### src/rtl/alu_arbiter.sv
// Round-robin arbiter sharing one registered ALU between fetch (req0) and execute (req1).
// Operands are issued from registers; the result is captured after ALU_LAT edges and tagged with its owner.
module alu_arbiter #(
   parameter int unsigned WIDTH   = 32,
   parameter int unsigned ALU_LAT = 1
) (
   input  logic             clk,
   input  logic             rst_n,
   input  logic             req0_valid,
   output logic             req0_ready,
   input  logic [3:0]       req0_op,
   input  logic [WIDTH-1:0] req0_a,
   input  logic [WIDTH-1:0] req0_b,
   input  logic             req1_valid,
   output logic             req1_ready,
   input  logic [3:0]       req1_op,
   input  logic [WIDTH-1:0] req1_a,
   input  logic [WIDTH-1:0] req1_b,
   output logic [3:0]       alu_cntrl,
   output logic [WIDTH-1:0] data_1,
   output logic [WIDTH-1:0] data_2,
   input  logic [WIDTH-1:0] alu_out,
   output logic             rsp_valid,
   output logic             rsp_id,
   output logic [WIDTH-1:0] rsp_result,
   output logic             rsp_zero,
   output logic             rsp_err,
   output logic             busy
);

   localparam int unsigned CW = (ALU_LAT < 1) ? 1 : $clog2(ALU_LAT + 1);

   typedef enum logic [1:0] {IDLE, EXEC, RESP} state_t;

   state_t           state;
   logic             ptr;
   logic [CW-1:0]    cnt;
   logic             id;
   logic             grant0, grant1;
   logic [3:0]       acc_op;
   logic [WIDTH-1:0] acc_a, acc_b;
   logic             op_legal;

   // ptr=0 favours req0 on a tie; a lone requester wins regardless of ptr.
   always_comb begin
      grant0 = 1'b0;
      grant1 = 1'b0;
      if (rst_n && state == IDLE) begin
         if (req0_valid && req1_valid) begin
            grant0 = ~ptr;
            grant1 = ptr;
         end else begin
            grant0 = req0_valid;
            grant1 = req1_valid;
         end
      end
   end

   assign req0_ready = grant0;
   assign req1_ready = grant1;
   assign acc_op     = grant1 ? req1_op : req0_op;
   assign acc_a      = grant1 ? req1_a  : req0_a;
   assign acc_b      = grant1 ? req1_b  : req0_b;
   assign op_legal   = (acc_op <= 4'd4);
   assign busy       = (state != IDLE);

   always_ff @(posedge clk) begin
      if (!rst_n) begin
         state      <= IDLE;
         ptr        <= 1'b0;
         cnt        <= '0;
         id         <= 1'b0;
         alu_cntrl  <= '0;
         data_1     <= '0;
         data_2     <= '0;
         rsp_valid  <= 1'b0;
         rsp_id     <= 1'b0;
         rsp_result <= '0;
         rsp_zero   <= 1'b0;
         rsp_err    <= 1'b0;
      end else begin
         rsp_valid <= 1'b0;
         unique case (state)
            IDLE: begin
               if (grant0 || grant1) begin
                  ptr <= grant0;
                  if (op_legal) begin
                     alu_cntrl <= acc_op;
                     data_1    <= acc_a;
                     data_2    <= acc_b;
                     id        <= grant1;
                     cnt       <= CW'(ALU_LAT);
                     state     <= EXEC;
                  end else begin
                     // Illegal opcode never reaches the ALU; answer immediately.
                     rsp_id     <= grant1;
                     rsp_result <= '0;
                     rsp_zero   <= 1'b0;
                     rsp_err    <= 1'b1;
                     rsp_valid  <= 1'b1;
                     state      <= RESP;
                  end
               end
            end
            EXEC: begin
               if (cnt != '0) begin
                  cnt <= cnt - CW'(1);
               end else begin
                  rsp_id     <= id;
                  rsp_result <= alu_out;
                  rsp_zero   <= (alu_out == '0);
                  rsp_err    <= 1'b0;
                  rsp_valid  <= 1'b1;
                  state      <= RESP;
               end
            end
            RESP:    state <= IDLE;
            default: state <= IDLE;
         endcase
      end
   end

endmodule

### config.mk
export PLATFORM = sky130hd
export DESIGN_NAME = alu_arbiter
export DESIGN_NICKNAME = d
export VERILOG_FILES = /design/src/rtl/alu_arbiter.sv
export SDC_FILE = /design/constraint.sdc
export NUM_CORES = 1
export LEC_CHECK = 0
export CAP_MARGIN = 20
export CORE_AREA = 3 3 161 85
export CTS_BUF_LIST = sky130_fd_sc_hd__clkbuf_16
export CTS_CLUSTER_DIAMETER = 50
export CTS_CLUSTER_SIZE = 10
export DETAILED_ROUTE_END_ITERATION = 12
export DIE_AREA = 0 0 164 88
export GPL_TIMING_DRIVEN = 0
export PLACE_DENSITY = 0.8
export REMOVE_ABC_BUFFERS = 1
export SLEW_MARGIN = 10
export SYNTH_ARGS = -nofsm -noshare
export SYNTH_HDL_FRONTEND = slang
export SYNTH_SLANG_ARGS = --single-unit
### constraint.sdc
create_clock -name clk -period 2.7 [get_ports clk]
set_clock_uncertainty 0.2 [all_clocks]
set_input_delay 0.405 -clock clk [delete_from_list [all_inputs] [get_ports clk]]
set_output_delay 0.405 -clock clk [all_outputs]
set_load 0.1 [all_outputs]
==> results.sh <==
export IMPL_dieArea_um2=14400
export IMPL_gp_congestion=0.781
export IMPL_postCtsHoldBufs=0
export IMPL_post_route_min_period_ps=2540
export IMPL_fin_crit_sh_pct=94.2
export IMPL_max_freq_ghz=0.393
export IMPL_critPathLaunchType="primary input"
export IMPL_ys_seq_area_share_pct=47.1
export IMPL_via_per_inst=4.92
export IMPL_cp_slowest_stage_delay_ps=430
export IMPL_setup_viol=0
export IMPL_clk_pin_slew_worst_paths_ps=80
export IMPL_crit_slowest_cell="buf_2"
export IMPL_grt_pass1_wl_mm=22.1
export IMPL_cts_buffer_depth=2
export IMPL_ff2ff_setup_slack_ps=400
export IMPL_final_hold_viol_count=0
export IMPL_reg2reg_from="state[1]"
export IMPL_endpoint_kind="primary output"
export IMPL_path_cells="buf_4 > buf_16 > and2_1 > and3_1 > buf_2"
export IMPL_critical_path_class="primary input to primary output"
export IMPL_n_fill_cell=1029
export IMPL_die_h_um=88
export IMPL_relSlewSlack_pct=30.1
export IMPL_ir_drop_mv=0.353
export IMPL_hp_class="register to register"
export IMPL_cap_violations=0
export IMPL_drt_pass1_iter_count=4
export IMPL_worstMarginPinSlew_ps=1050
export IMPL_synth_compound_area_share_pct=8.96
export IMPL_synth_cells=434
export IMPL_grt_use_met3_pct=4.11
export IMPL_status="complete, no violations"
export IMPL_numCtsBuffers=9
export IMPL_hold_depth=2
export IMPL_grt_antenna_before_repair=0
export IMPL_synth_top_family_by_area="multiplexers"
export IMPL_drive_gt1_share_pct=5.27
export IMPL_grtUsageMet1_pct=24.0
export IMPL_ys_warn_count=0
export IMPL_synth_simple_area_share_pct=9.23
export IMPL_cts_root_buffer="clkbuf_16"
export IMPL_holdPathEnd="rsp_err"
export IMPL_synthToLayoutAreaGrowth_pct=71.1
export IMPL_worstPathMaxFanout=76
export IMPL_reg2reg_depth=5
export IMPL_worst_slack_ps=155
export IMPL_nets=869
export IMPL_clock_sinks=109
export IMPL_dpl_cell_area_um2=7580
export IMPL_maxSlewViolCount=0
export IMPL_post_route_drc_count=0
export IMPL_p_leak_uw=0.00366
export IMPL_num_rows=29
export IMPL_powerDensity_nw_per_um2=573
export IMPL_final_cell_mix="clkdlybuf4s50_1, mux2i_1, dfxtp_1"
export IMPL_vias=4287
export IMPL_hp_start="rsp_err"
export IMPL_synthMuxAreaShare_pct=29.8
export IMPL_grt_busiest_layer="met2"
export IMPL_wl_per_cell_um=17.3
export IMPL_clock_latency_ps=340
export IMPL_ys_seq_elements=109
export IMPL_layout_cells_non_filler=872
export IMPL_final_area_um2=7940
export IMPL_synth_adder_area_share_pct=0
export IMPL_mostFrequentLayoutCell="clkdlybuf4s50_1"
export IMPL_preCtsSetupSlack_ps=-847
export IMPL_grt_ovfl_total=0
export IMPL_drtAntennaViolNets=0
export IMPL_dieWidth_um=164
export IMPL_core_um2=12400
export IMPL_cp_required_ps=2100
export IMPL_grtUsageMet2_pct=36.2
export IMPL_r2r_end="id"
export IMPL_initial_utilization_pct=37.3
export IMPL_dp_hpwl_mm=11.5
export IMPL_diodes=0
export IMPL_grt_pass1_vias=4197
export IMPL_htree_levels=3
export IMPL_numPortBuffers=278
export IMPL_grt_use_total_pct=19.7
export IMPL_syn_area_um2=4640
export IMPL_io_pins=279
export IMPL_synth_xor_area_share_pct=0
export IMPL_grt_max_degree=77
export IMPL_routed_wl_mm=15.1
export IMPL_drt_iter0_drc=244
export IMPL_avgSynthCellArea_um2=10.7
export IMPL_cts_tree="done"
export IMPL_dp_cells=852
export IMPL_critPathArrivalTime_ps=1940
export IMPL_ys_types=27
export IMPL_rsz0062_at_grt="false"
## power breakdown
| part | internal, uW | switching, uW |
|---|---|---|
| combinational | 510 | 919 |
| clock | 743 | 629 |
| sequential | 1700 | 47.3 |
## sequential cells by signal (all words and copies together) (netlist names)
name / cells
state: 2
rsp_result: 32
ptr: 1
rsp_zero: 1
data_1: 32
alu_cntrl: 4
cnt: 1
rsp_valid: 1
rsp_err: 1
data_2: 32
id: 1
rsp_id: 1
## cells by family (layout without fill, tap and decap cells)
family	count (synthesis)	in the layout
AO/OA/AOI/OAI	46	46
AND/OR/NAND/NOR	100	102
buffers and inverters	41	307
flip-flops	109	109
multiplexers	138	138
## area by class of cell
type                       count  area (um^2)  area share [%]
timing repair buffer         286         2920            36.8
multi-input combinational    286         2280            28.8
sequential                   109         2180            27.5
clock buffer                   9          225            2.84
tap                          170          213            2.68
clock inverter                 7         92.6            1.17
inverter                       5         18.8           0.237
## per-layer routing
| metal | wire length, um | part of all wire [%] |
|---|---|---|
| met5 | 0 | 0 |
| met4 | 191 | 1.3 |
| met3 | 611 | 4.0 |
| met2 | 8080 | 53 |
| met1 | 6240 | 41 |
## worst max-delay path, delay by kind of cell
family / cells / cell delay (ps)
and+or+nand+nor: 2 / 350
buffers and inverters: 3 / 1150
## repair_timing
action	4_1_cts	5_1_grt
cloned	2	0
endpoints found under the hold margin	0	0
endpoints found under the setup margin	106	33
setup buffers	2	0
resized for setup	10	5
pin swaps	2	0
## synthesized netlist by cell type
| master | instances | area [um^2] |
|---|---|---|
| a21boi_1 | 2 | 15.0 |
| a21oi_1 | 2 | 10.0 |
| a32o_1 | 33 | 330 |
| and2_1 | 1 | 6.26 |
| and3_1 | 3 | 18.8 |
| buf_2 | 8 | 40.0 |
| buf_4 | 3 | 22.5 |
| buf_6 | 7 | 78.8 |
| clkbuf_1 | 18 | 67.6 |
| dfxtp_1 | 109 | 2180 |
| inv_1 | 5 | 18.8 |
| mux2_2 | 2 | 22.5 |
| mux2i_1 | 136 | 1360 |
| nand2_1 | 76 | 285 |
| nand4_1 | 2 | 12.5 |
| nor2_1 | 4 | 15.0 |
| nor2_2 | 1 | 6.26 |
| nor2b_1 | 1 | 6.26 |
| nor3b_1 | 2 | 15.0 |
| nor4_1 | 8 | 50.1 |
| o2111ai_1 | 1 | 8.76 |
| o21a_1 | 2 | 15.0 |
| o21ai_0 | 4 | 20.0 |
| o21ai_2 | 1 | 8.76 |
| o31ai_1 | 1 | 7.51 |
| or2_1 | 1 | 6.26 |
| or3_1 | 1 | 6.26 |
## per-stage QoR
step | total power (uW) | util [%] | hold WS, ps | TNS [ps]
after floorplan | 2690 | - | 255 | -597610
after global placement | 3220 | 59.6 | 239 | -1353370
after detailed placement | 3210 | 60.9 | 242 | -65230
after CTS | 4590 | 63.8 | 257 | 0
after global routing | 4720 | 63.8 | 286 | 0
final | 4540 | 63.8 | 254 | 0
## how the worst max path moves through the flow
stage	start	end
2_1_floorplan	req0_valid	id
3_3_place_gp	rst_n	data_1[19]
3_5_place_dp	rst_n	data_2[7]
4_1_cts	rst_n	req1_ready
5_1_grt	rst_n	id
6_report	rst_n	req0_ready
Note: power is estimated with default switching activity, not from simulation.
